[config.mk]
export PLATFORM = sky130hd
export DESIGN_NAME = muxn_stream_arb
export DESIGN_NICKNAME = d
export VERILOG_FILES = /design/src/rtl/muxn_stream_arb.sv
export SDC_FILE = /design/constraint.sdc
export NUM_CORES = 1
export LEC_CHECK = 0
export ABC_AREA = 1
export CAP_MARGIN = 10
export CORE_MARGIN = 5
export CORE_UTILIZATION = 36
export DETAILED_ROUTE_END_ITERATION = 12
export PLACE_DENSITY = 0.75
export SLEW_MARGIN = 10
export SYNTH_ARGS = -nofsm -noshare
export SYNTH_HDL_FRONTEND = slang
export SYNTH_SLANG_ARGS = --single-unit
[constraint.sdc]
create_clock -name CLK -period 1.4 [get_ports CLK]
set_clock_uncertainty 0.05 [all_clocks]
set_input_delay 0.42 -clock CLK [delete_from_list [all_inputs] [get_ports CLK]]
set_output_delay 0.42 -clock CLK [all_outputs]
set_load 0.02 [all_outputs]
[src/rtl/muxn_stream_arb.sv]
// ---------------------------------------------------------------------------
// muxn_stream_arb
//   N-channel, W-bit packet-aware stream multiplexer with a single registered
//   output stage. The source channel is picked either by an external select
//   (MODE=0) or by a round-robin arbiter (MODE=1). Once the first beat of a
//   packet is accepted the grant stays on that channel until the beat
//   carrying LAST is accepted, so packets are never interleaved.
//
// Ports
//   CLK          rising-edge clock
//   ASYNCRESETN  asynchronous active-low reset (released synchronously
//                upstream)
//   I            input data, channel k at bits [k*W +: W]
//   I_LAST       end-of-packet flag per channel
//   I_VALID      valid per channel
//   I_READY      ready per channel (at most one bit high)
//   S            channel select, only used when MODE=0
//   O            registered output data
//   O_LAST       registered output end-of-packet
//   O_VALID      registered output valid
//   O_READY      downstream ready
//   GRANT        current / last granted channel
//   LOCKED       high while a multi-beat packet is in progress
// ---------------------------------------------------------------------------
`timescale 1ns/1ps

module muxn_stream_arb #(
  parameter  int N    = 2,
  parameter  int W    = 4,
  parameter  int MODE = 0,
  localparam int SW   = (N > 1) ? $clog2(N) : 1
) (
  input  logic            CLK,
  input  logic            ASYNCRESETN,
  input  logic [N*W-1:0]  I,
  input  logic [N-1:0]    I_LAST,
  input  logic [N-1:0]    I_VALID,
  output logic [N-1:0]    I_READY,
  input  logic [SW-1:0]   S,
  output logic [W-1:0]    O,
  output logic            O_LAST,
  output logic            O_VALID,
  input  logic            O_READY,
  output logic [SW-1:0]   GRANT,
  output logic            LOCKED
);

  typedef enum logic {
    ST_IDLE   = 1'b0,
    ST_LOCKED = 1'b1
  } state_t;

  // Channel count in the same width as an extended select, so range checks
  // and modulo wrap stay free of width mismatches.
  localparam logic [SW:0] NVAL = (SW+1)'(N);

  state_t          r_state;
  logic [SW-1:0]   r_grant;
  logic [SW-1:0]   r_ptr;
  logic [W-1:0]    r_data;
  logic            r_last;
  logic            r_valid;

  logic            w_space;
  logic            w_locked;
  logic [SW-1:0]   w_cand;
  logic            w_candOk;
  logic [N-1:0]    w_ready;
  logic            w_accept;
  logic [W-1:0]    w_beatData;
  logic            w_beatLast;

  logic [2*N-1:0]  w_dblValid;
  logic [N-1:0]    w_rotValid;
  logic [SW-1:0]   w_rrOff;
  logic            w_rrHit;
  logic [SW:0]     w_rrSum;
  logic [SW:0]     w_rrWrap;
  logic [SW-1:0]   w_rrCand;

  // Modulo-N increment used for the round-robin pointer update.
  function automatic logic [SW-1:0] incMod(input logic [SW-1:0] x);
    if (x == SW'(N - 1)) begin
      return '0;
    end
    return x + SW'(1);
  endfunction

  assign w_locked = (r_state == ST_LOCKED);

  // The output register can take a beat if it is empty or being drained in
  // this very cycle, which gives one beat per cycle under full throughput.
  assign w_space = !r_valid || O_READY;

  // Rotate the valid vector so that bit 0 corresponds to the pointer; the
  // lowest set bit of the rotated vector is then the round-robin winner.
  assign w_dblValid = {I_VALID, I_VALID} >> r_ptr;
  assign w_rotValid = w_dblValid[N-1:0];

  always_comb begin
    w_rrOff = '0;
    w_rrHit = 1'b0;
    for (int k = N - 1; k >= 0; k--) begin
      if (w_rotValid[k]) begin
        w_rrOff = SW'(k);
        w_rrHit = 1'b1;
      end
    end
  end

  assign w_rrSum  = {1'b0, r_ptr} + {1'b0, w_rrOff};
  assign w_rrWrap = w_rrSum - NVAL;
  assign w_rrCand = (w_rrSum >= NVAL) ? w_rrWrap[SW-1:0] : w_rrSum[SW-1:0];

  // Candidate channel: the locked grant wins; otherwise the select input or
  // the round-robin winner. An out-of-range select yields no candidate.
  always_comb begin
    w_cand   = '0;
    w_candOk = 1'b0;
    if (w_locked) begin
      w_cand   = r_grant;
      w_candOk = 1'b1;
    end else if (MODE == 0) begin
      if ({1'b0, S} < NVAL) begin
        w_cand   = S;
        w_candOk = 1'b1;
      end
    end else begin
      w_cand   = w_rrCand;
      w_candOk = w_rrHit;
    end
  end

  // While locked the granted channel sees ready even without valid, so a
  // stalled producer keeps its slot and other channels cannot cut in.
  always_comb begin
    w_ready = '0;
    for (int k = 0; k < N; k++) begin
      w_ready[k] = w_candOk && (w_cand == SW'(k)) && w_space &&
                   (w_locked || I_VALID[k]);
    end
  end

  assign w_accept = |(w_ready & I_VALID);

  always_comb begin
    w_beatData = '0;
    w_beatLast = 1'b0;
    for (int k = 0; k < N; k++) begin
      if (w_cand == SW'(k)) begin
        w_beatData = I[k*W +: W];
        w_beatLast = I_LAST[k];
      end
    end
  end

  // Output stage and packet FSM. The pointer only advances at packet end so
  // fairness is per packet rather than per beat.
  always_ff @(posedge CLK or negedge ASYNCRESETN) begin
    if (!ASYNCRESETN) begin
      r_state <= ST_IDLE;
      r_grant <= '0;
      r_ptr   <= '0;
      r_data  <= '0;
      r_last  <= 1'b0;
      r_valid <= 1'b0;
    end else begin
      if (w_accept) begin
        r_data  <= w_beatData;
        r_last  <= w_beatLast;
        r_valid <= 1'b1;
      end else if (O_READY) begin
        r_valid <= 1'b0;
      end

      case (r_state)
        ST_IDLE: begin
          if (w_accept) begin
            r_grant <= w_cand;
            if (w_beatLast) begin
              r_ptr <= incMod(w_cand);
            end else begin
              r_state <= ST_LOCKED;
            end
          end
        end
        ST_LOCKED: begin
          if (w_accept && w_beatLast) begin
            r_state <= ST_IDLE;
            r_ptr   <= incMod(r_grant);
          end
        end
        default: r_state <= ST_IDLE;
      endcase
    end
  end

  assign I_READY = w_ready;
  assign O       = r_data;
  assign O_LAST  = r_last;
  assign O_VALID = r_valid;
  assign GRANT   = r_grant;
  assign LOCKED  = w_locked;

endmodule
==> results of run 1 <==
[metal layers]
metal  share of wire, %  up-vias
li1                   -      302
met3                6.3        0
met1                 39      269
met4                  0        0
met5                  0        -
met2                 55       19
[cells in the final DEF (no fill, tap or decap), types with 3 or more instances in the layout]
cell type,netlist,layout
buf_4,0,9
buf_6,0,9
clkbuf_4,0,3
clkdlybuf4s15_2,0,5
clkdlybuf4s50_1,0,11
dfrtp_1,8,7
dlygate4sd2_1,0,5
inv_1,5,4
nand2_1,34,27
nand2_2,3,10
nor2_4,0,4
[cells by family after synthesis]
kind of cell / Yosys count
flops: 8
simple gates: 49
buf+inv: 7
compound gates: 3
[critical path, stage by stage, from the launching register on]
cell     delay [ns]
dfrtp_2        0.43
buf_6          0.13
nor2_4         0.04
nor3_4         0.19
buf_6          0.14
[metrics by stage]
step / setup slack (ns) / std cells / cell area, um^2 / hold slack [ns] / total power, mW
3_3_place_gp: -0.874 / 116 / 840 / 0.405 / 1.59
6_report: -0.266 / 127 / 1010 / 0.394 / 2.16
3_5_place_dp: -0.918 / 116 / 840 / 0.411 / 1.63
4_1_cts: -0.305 / 122 / 917 / 0.393 / 1.91
5_1_grt: -0.339 / 127 / 1010 / 0.423 / 2.31
2_1_floorplan: 0.00302 / 67 / 503 / 0.0744 / 1.08
[area by class of cell]
type	count	share of cell area, %
clock buffer	4	2.59
inverter	7	3.33
multi-input combinational	53	34.4
sequential	8	19.9
tap	15	1.85
timing repair buffer	40	37.9
[path summary, 6_finish.rpt]
path | endpoint
min in group CLK | O[3]$_DFFE_PN0P_
min | O_LAST$_DFFE_PN0P_
max reg2reg | GRANT$_DFFE_PN0P_
min reg2reg | O[3]$_DFFE_PN0P_
max in group asynchronous | asynchronous set/reset pin
max | I_READY[0]
[timing repair]
action	in CTS	in global routing
setup endpoints to repair	18	13
pin swaps	3	5
setup buffers	1	5
gates resized for setup	46	21
gates cloned	1	0
[where the power goes]
part,switching [mW],internal [mW]
combinational,0.818,0.709
sequential,0.0937,0.341
clock,0.0896,0.110
==> key figures, run 1 <==
Global route
  • Grt ovf: 0
  • Most Used Layer, Global Route: met2
  • All-Layer GR Usage: 16.8%
  • Largest net degree at the start of global routing: 9
  • GRT met3 Usage: 6.64%
  • First-pass GRT wire length: 2.48 mm
  • Initial antenna violation count: 0
  • Vias in the first global route: 536
  • Met2 track demand over resource: 28.3%
  • Met1 global-route usage: 19.8%

Yosys
  • Main combinational cell family by area after synthesis: simple AND/OR/NAND/NOR gates
  • Syn_nets: 83
  • Post-synth EDFFs: 0
  • Simple-gate portion of the synthesized area: 48.8%
  • Post-Synth Adder-Cell Area: 0%
  • Synth area leader: dfrtp_1
  • #FFs+latches synth: 8
  • Register area share after synthesis: 42.0%
  • Synth area leaders: dfrtp_1 (42%), nand2_1 (27%), nand2_4 (4.7%)
  • Syn Area/Cell: 7.12 um^2
  • Synth Instances: 67
  • Post-synthesis compound-gate area fraction: 3.15%
  • Synth top area share: 42.0%
  • Count leader, synth: nand2_1
  • Post-Synth XOR/XNOR Area: 0%
  • Top cells by count, synth: nand2_1 (34), dfrtp_1 (8), inv_1 (5)
  • Top_reg_cell synth: dfrtp_1
  • Multiplexer share of the synthesized area: 0%
  • Async set-reset flop share out of synthesis: 100%
  • Distinct cells, synth: 14
  • Syn Std Cell Area: 477 um^2
  • Yosys warning count: 0

Clocking
  • Post-CTS Hold Fix Bufs: 0
  • H-Tree Depth: 1
  • Root buffer cell: clkbuf_4
  • Total clock sinks: 8
  • TritonCTS Buffers: 3
  • CTS max path bufs: 2
  • Clock latency on the worst-skew pair: 0.26 ns
  • TritonCTS clock tree: built
  • Clock Pin Slew Worst Setup and Hold Paths: 0.06 ns

Setup path
  • R2R Setup Slk: -0.10 ns
  • Crit Path Category: flop to primary output
  • Element type at the critical path end: primary output
  • Crit path max fanout: 5
  • Crit path DAT: 1.20 ns
  • Data required, critical path: 0.93 ns
  • FF-to-FF path depth: 10
  • Crit start category: flop

STA
  • Final number of setup-violating endpoints: 12
  • Period Utilization, post-route: 119%
  • Setup TNS: -1.49 ns
  • RSZ-0062 raised after global routing: yes
  • Time the worst path needs with I/O delays and setup: 1.67 ns
  • Max-slew violations: 0
  • Setup ws final: -0.266 ns
  • Slew margin rel.: 73.8%
  • Slew @ Worst Pin: 0.392 ns
  • Achievable frequency: 600 MHz
  • Fin. Hold Viols: 0

Layout
  • Fill count: 93
  • Area growth syn-to-layout: 113%
  • FF+latch area: 201 um^2
  • Multi-input combinational cell area: 349 um^2
  • Nets: 129
  • Layout cell share with drive strength beyond 1: 48.2%
  • Number of diodes: 0
  • Final Util: 79.9%

Place
  • Port bufs: 25
  • Gpl congestion: 0.686
  • Post-DP HPWL: 1.12 mm

Drt
  • DRT Wirelength: 1.68 mm
  • Vias: 590
  • Vias per cell: 4.65
  • Number of nets with antenna violations after detailed routing: 0
  • DRC Markers: 0
  • Pre-Repair DR Iteration Count: 4
  • WL/cell: 13.2 um
  • Drt initial violations: 17

Pwr
  • VDD IR max: 1200 uV
  • Pwr per Cell Area: 2130 nW/um^2
  • Leakage power: 0.499 nW

Floorplanning
  • # rows: 13
  • Die height: 46.4 um
  • Core ar.: 1270 um^2
  • Die width: 46.4 um
  • Initial Util: 37.6%
  • Die area: 2150 um^2
  • Io pins: 26

Status
  • Violated checks: setup timing
  • Outcome: complete, but fails checks

Hold path
  • Hold Path Class: input port to asynchronous set/reset pin

Job
  • Max_cap viols: 0
Power figures use the tool's default switching activity.
==> inputs of run 2 (changes only) <==
--- a/config.mk
+++ b/config.mk
@@ -10,6 +10,7 @@
 export CORE_MARGIN = 5
 export CORE_UTILIZATION = 36
 export DETAILED_ROUTE_END_ITERATION = 12
+export GPL_TIMING_DRIVEN = 0
 export PLACE_DENSITY = 0.75
 export SLEW_MARGIN = 10
 export SYNTH_ARGS = -nofsm -noshare
==> key figures, run 2 (synthesized netlist as in run 1, its figures left out) <==
STA
  • Max-slew violations: 0 (unchanged)
  • Final number of setup-violating endpoints: 11 (-1)
  • Fin. Hold Viols: 0 (unchanged)
  • Period Utilization, post-route: 117% (-2.4 points)
  • Achievable frequency: 613 MHz (+2.1%)
  • Time the worst path needs with I/O delays and setup: 1.63 ns (-0.0341 ns)
  • RSZ-0062 raised after global routing: yes
  • Hold WS: 0.383 ns (-0.0111 ns)
  • Slew margin rel.: 75.4% (+1.6 points)
  • Setup ws final: -0.232 ns (+0.0341 ns)
  • Slew @ Worst Pin: 0.368 ns (-0.0243 ns)

Floorplanning
  • Die height: 46.4 um (unchanged)
  • Core ar.: 1270 um^2 (unchanged)
  • Die width: 46.4 um (unchanged)
  • Io pins: 26 (unchanged)
  • # rows: 13 (unchanged)
  • Die area: 2150 um^2 (unchanged)
  • Initial Util: 37.6% (unchanged)

Drt
  • Vias: 548 (-7.1%)
  • Drt initial violations: 9 (-8)
  • WL/cell: 11.6 um (-12%)
  • DRC Markers: 0 (unchanged)
  • Number of nets with antenna violations after detailed routing: 0 (unchanged)
  • DRT Wirelength: 1.36 mm (-19%)
  • Pre-Repair DR Iteration Count: 4 (unchanged)
  • Vias per cell: 4.68 (+0.82%)

Place
  • Post-DP HPWL: 904 um (-19%)
  • Port bufs: 25 (unchanged)
  • DP Worst Slack: -0.960 ns (-0.0413 ns)
  • Area after DPL: 772 um^2 (-8.0%)
  • Gpl congestion: 0.672 (-2.1%)
  • Placed Cells: 107 (-7.8%)

Setup path
  • Buf/Inv on CP: 2 (unchanged)
  • Instance count on the critical path: 5 (+1)
  • Crit start category: flop
  • R2R Setup Slk: -0.09 ns (about the same)
  • Family with the most delay on the worst path: flip-flops
  • FF-to-FF path depth: 10 (unchanged)
  • Element type at the critical path end: primary output
  • Worst Setup EP: I_READY[0]
  • Most used cell along the critical path: nand2_4
  • Crit Path Category: flop to primary output
  • FF-to-FF End: O_LAST$_DFFE_PN0P_
  • Data required, critical path: 0.93 ns (about the same)
  • Crit path max fanout: 6 (+1)
  • CP max stage delay: 0.45 ns (+0.02 ns)
  • Slowest CP cell: dfrtp_2
  • Crit path DAT: 1.16 ns (-0.04 ns)
  • CP cell instances: inv_4, nand2_4, nand2_4, nor3_4, buf_6

Layout
  • Number of diodes: 0 (unchanged)
  • Final instance area: 882 um^2 (-13%)
  • Layout cell share with drive strength beyond 1: 40.2% (-8.0 points)
  • Commonest cells after routing, fill and taps aside: nand2_1 (27), clkdlybuf4s50_1 (11), dfrtp_1 (7), nand2_2 (7)
  • Nets: 119 (-7.8%)
  • Post-Layout Cell Count: 117 (-7.9%)
  • Final Util: 69.5% (-10 points)
  • Most common cell after layout, fill and taps aside: nand2_1
  • Area growth syn-to-layout: 85.0%

Job
  • Max_cap viols: 0 (unchanged)

Clocking
  • Clock Pin Slew Worst Setup and Hold Paths: 0.06 ns (about the same)
  • H-Tree Depth: 1 (unchanged)
  • Total clock sinks: 8 (unchanged)
  • TritonCTS Buffers: 3 (unchanged)
  • Root buffer cell: clkbuf_4
  • CTS max path bufs: 2 (unchanged)
  • Clock latency on the worst-skew pair: 0.26 ns (about the same)
  • TritonCTS clock tree: built

Global route
  • First-pass GRT wire length: 1.99 mm (-20%)
  • Initial antenna violation count: 0 (unchanged)
  • Vias in the first global route: 422 (-21%)
  • All-Layer GR Usage: 13.6% (-3.3 points)
  • Grt ovf: 0 (unchanged)
  • Largest net degree at the start of global routing: 9 (unchanged)

Pwr
  • Leakage power: 0.449 nW (-10%)
  • VDD IR max: 1120 uV (-6.4%)
  • Pwr per Cell Area: 2150 nW/um^2 (+0.83%)

Status
  • Violated checks: setup timing
  • Outcome: complete, but fails checks

Hold path
  • Hold Path Class: input port to asynchronous set/reset pin
## run 2: cell count changes in the layout (fill, tap and decap cells not counted), sizes merged
| cell | delta |
|---|---|
| buf | -9 |
| clkdlybuf4s15 | -5 |
| clkbuf | +4 |
## run 2: power breakdown
part           switching, mW  internal, mW
sequential            0.0969         0.342
combinational          0.741         0.521
clock                 0.0862         0.110
## run 2: cell type report
type,count,area (um^2)
Fill cell,104,387
Sequential cell,8,201
Inverter,7,36.3
Clock buffer,4,26.3
Multi-Input combinational cell,53,343
Tap cell,15,18.8
Timing Repair Buffer,30,256
## run 2: metrics by stage
step           total power, mW  TNS [ns]
2_1_floorplan             1.08         0
3_3_place_gp              1.47     -4.81
3_5_place_dp              1.48     -5.01
4_1_cts                   1.83    -0.664
5_1_grt                   2.03     -1.86
6_report                  1.90     -1.04
## run 2: worst min path at each step
stage | endpoint | slack (ns) | cells past startpoint
detailed placement | O[2]$_DFFE_PN0P_ | 0.41 | 2
global route | GRANT$_DFFE_PN0P_ | 0.41 | 1
CTS | GRANT$_DFFE_PN0P_ | 0.39 | 1
floorplan | GRANT$_DFFE_PN0P_ | 0.07 | 0
finish | GRANT$_DFFE_PN0P_ | 0.38 | 1
global placement | O[0]$_DFFE_PN0P_ | 0.40 | 2
## run 2: per-layer routing
layer	vias to the layer above	part of all wire (%)	routed length [um]	GRT usage [%]
li1	278	-	-	-
met1	253	43	584	17.5
met2	15	49	669	20.6
met3	2	6.5	88	4.69
met4	0	0.96	13	5.11
met5	-	0	0	0
## run 2: what timing repair did
item	in CTS	in global routing
endpoints found under the setup margin	18	16
pin swaps	3	1
gates cloned	1	0
hold buffers	0	0
setup buffers	3	2
resized for setup	46	14
==> inputs of run 3 (changes only) <==
--- a/config.mk
+++ b/config.mk
@@ -7,7 +7,7 @@
 export LEC_CHECK = 0
 export ABC_AREA = 1
 export CAP_MARGIN = 10
-export CORE_MARGIN = 5
+export CORE_MARGIN = 4
 export CORE_UTILIZATION = 36
 export DETAILED_ROUTE_END_ITERATION = 12
 export GPL_TIMING_DRIVEN = 0
==> key figures, run 3 (synthesized netlist as in run 1, its figures left out) <==
Status
  • Outcome: complete, but fails checks
  • Violated checks: setup timing

Place
  • Port bufs: 25 (unchanged)
  • Gpl congestion: 0.732 (+8.9%)
  • Post-DP HPWL: 909 um (+0.51%)
  • Placed Cells: 106 (-0.93%)
  • DP Worst Slack: -0.938 ns (+0.0222 ns)

Layout
  • Layout cell share with drive strength beyond 1: 37.9% (-2.3 points)
  • Area growth syn-to-layout: 82.7%
  • Commonest cells after routing, fill and taps aside: nand2_1 (33), clkdlybuf4s50_1 (11), dfrtp_1 (6), buf_4 (6)
  • Most common cell after layout, fill and taps aside: nand2_1
  • Nets: 120 (+0.84%)
  • Fill count: 95 (-8.7%)
  • Number of diodes: 0 (unchanged)
  • Post-Layout Cell Count: 117 (unchanged)

Drt
  • DRT Wirelength: 1.43 mm (+5.2%)
  • Vias: 554 (+1.1%)
  • Pre-Repair DR Iteration Count: 4 (unchanged)
  • WL/cell: 12.2 um (+5.2%)
  • DRC Markers: 0 (unchanged)
  • Drt initial violations: 9 (unchanged)
  • Vias per cell: 4.74 (+1.1%)
  • Number of nets with antenna violations after detailed routing: 0 (unchanged)

Setup path
  • Data required, critical path: 0.93 ns (about the same)
  • Slowest CP cell: dfrtp_2
  • CP max stage delay: 0.47 ns (+0.02 ns)
  • Element type at the critical path end: primary output
  • Crit start category: flop
  • Family with the most delay on the worst path: flip-flops
  • Buf/Inv on CP: 1 (-1)
  • Crit path DAT: 1.18 ns (+0.02 ns)
  • Crit path max fanout: 6 (unchanged)
  • CP cell instances: nand2_1, nand2_4, nor3_4, buf_6
  • Crit Path Category: flop to primary output

Floorplanning
  • Io pins: 26 (unchanged)
  • Die height: 44.4 um (-4.3%)
  • Die width: 44.4 um (-4.3%)
  • Core ar.: 1170 um^2 (-7.7%)
  • # rows: 12 (-1)
  • Initial Util: 40.7% (+3.1 points)
  • Die area: 1970 um^2 (-8.4%)

Global route
  • Grt ovf: 0 (unchanged)
  • Largest net degree at the start of global routing: 9 (unchanged)
  • Vias in the first global route: 547 (+30%)
  • First-pass GRT wire length: 2.33 mm (+17%)
  • All-Layer GR Usage: 16.7% (+3.1 points)
  • Initial antenna violation count: 0 (unchanged)

STA
  • Period Utilization, post-route: 118% (+1.4 points)
  • Slew margin rel.: 74.9% (-0.51 points)
  • Fin. Hold Viols: 0 (unchanged)
  • Time the worst path needs with I/O delays and setup: 1.65 ns (+0.0191 ns)
  • RSZ-0062 raised after global routing: yes
  • Achievable frequency: 606 MHz (-1.2%)
  • Final number of setup-violating endpoints: 9 (-2)
  • Slew @ Worst Pin: 0.375 ns (+0.00762 ns)
  • Max-slew violations: 0 (unchanged)
  • Setup ws final: -0.251 ns (-0.0191 ns)

Clocking
  • TritonCTS clock tree: built
  • Clock latency on the worst-skew pair: 0.26 ns (about the same)
  • Clock Pin Slew Worst Setup and Hold Paths: 0.06 ns (about the same)
  • TritonCTS Buffers: 3 (unchanged)
  • Root buffer cell: clkbuf_4
  • H-Tree Depth: 1 (unchanged)
  • Total clock sinks: 8 (unchanged)
  • CTS max path bufs: 2 (unchanged)

Job
  • Max_cap viols: 0 (unchanged)

Pwr
  • Leakage power: 0.449 nW (about the same)
  • Pwr per Cell Area: 2160 nW/um^2 (+0.44%)
  • VDD IR max: 1330 uV (+19%)

Hold path
  • Hold Path Class: input port to asynchronous set/reset pin
run 3: routing by layer:
layer  up-vias  track usage, %  wire length, um
li1        280               -                -
met1       250            19.2              584
met2        22            29.4              744
met3         2            2.44               86
met4         0            9.04                9
met5         -               0                0
run 3: through the flow:
step                      setup TNS, ns  instance area [um^2]  total power [mW]  utilization, %  hold slack (ns)
after detailed placement          -4.91                   771              1.48            65.8            0.409
after global routing              -1.67                   871              2.03            74.4            0.423
after floorplan                       0                   503              1.08               -           0.0744
final                            -0.806                   871              1.88            74.4            0.387
after CTS                         -1.91                   895              1.90            76.4            0.400
after global placement            -4.94                   771              1.47            65.8            0.403
run 3: what timing repair did:
item                       CTS  global route
setup endpoints to repair   18            18
hold buffers                 0             0
pin swaps                    3             1
resized for setup           47            13
setup buffers                5             3
gates cloned                 1             0
run 3: path summary, 6_finish.rpt:
| path | end | slack, ns | cells past startpoint | start |
|---|---|---|---|---|
| worst min register to register | O[0]$_DFFE_PN0P_ | 0.42 | 2 | O[0]$_DFFE_PN0P_ |
| max in group asynchronous | asynchronous set/reset pin | 0.62 | 1 | ASYNCRESETN |
| worst min-delay path | O[1]$_DFFE_PN0P_ | 0.39 | 1 | ASYNCRESETN |
| worst max register to register | O_LAST$_DFFE_PN0P_ | -0.04 | 9 | flop |
| worst max-delay path | I_READY[1] | -0.25 | 4 | flop |
| min in group CLK | O[0]$_DFFE_PN0P_ | 0.42 | 2 | O[0]$_DFFE_PN0P_ |
run 3: layout make-up:
| cell class | count | area, um^2 | area share [%] |
|---|---|---|---|
| Tap cell | 14 | 17.5 | 2.01 |
| Clock buffer | 4 | 26.3 | 3.02 |
| Sequential cell | 8 | 203 | 23.3 |
| Multi-Input combinational cell | 53 | 332 | 38.1 |
| Inverter | 7 | 33.8 | 3.88 |
| Timing Repair Buffer | 31 | 259 | 29.7 |
run 3: report_power, final:
part,internal (mW),switching [mW]
clock network,0.110,0.0898
registers,0.343,0.0910
logic,0.515,0.732
total,0.968,0.913
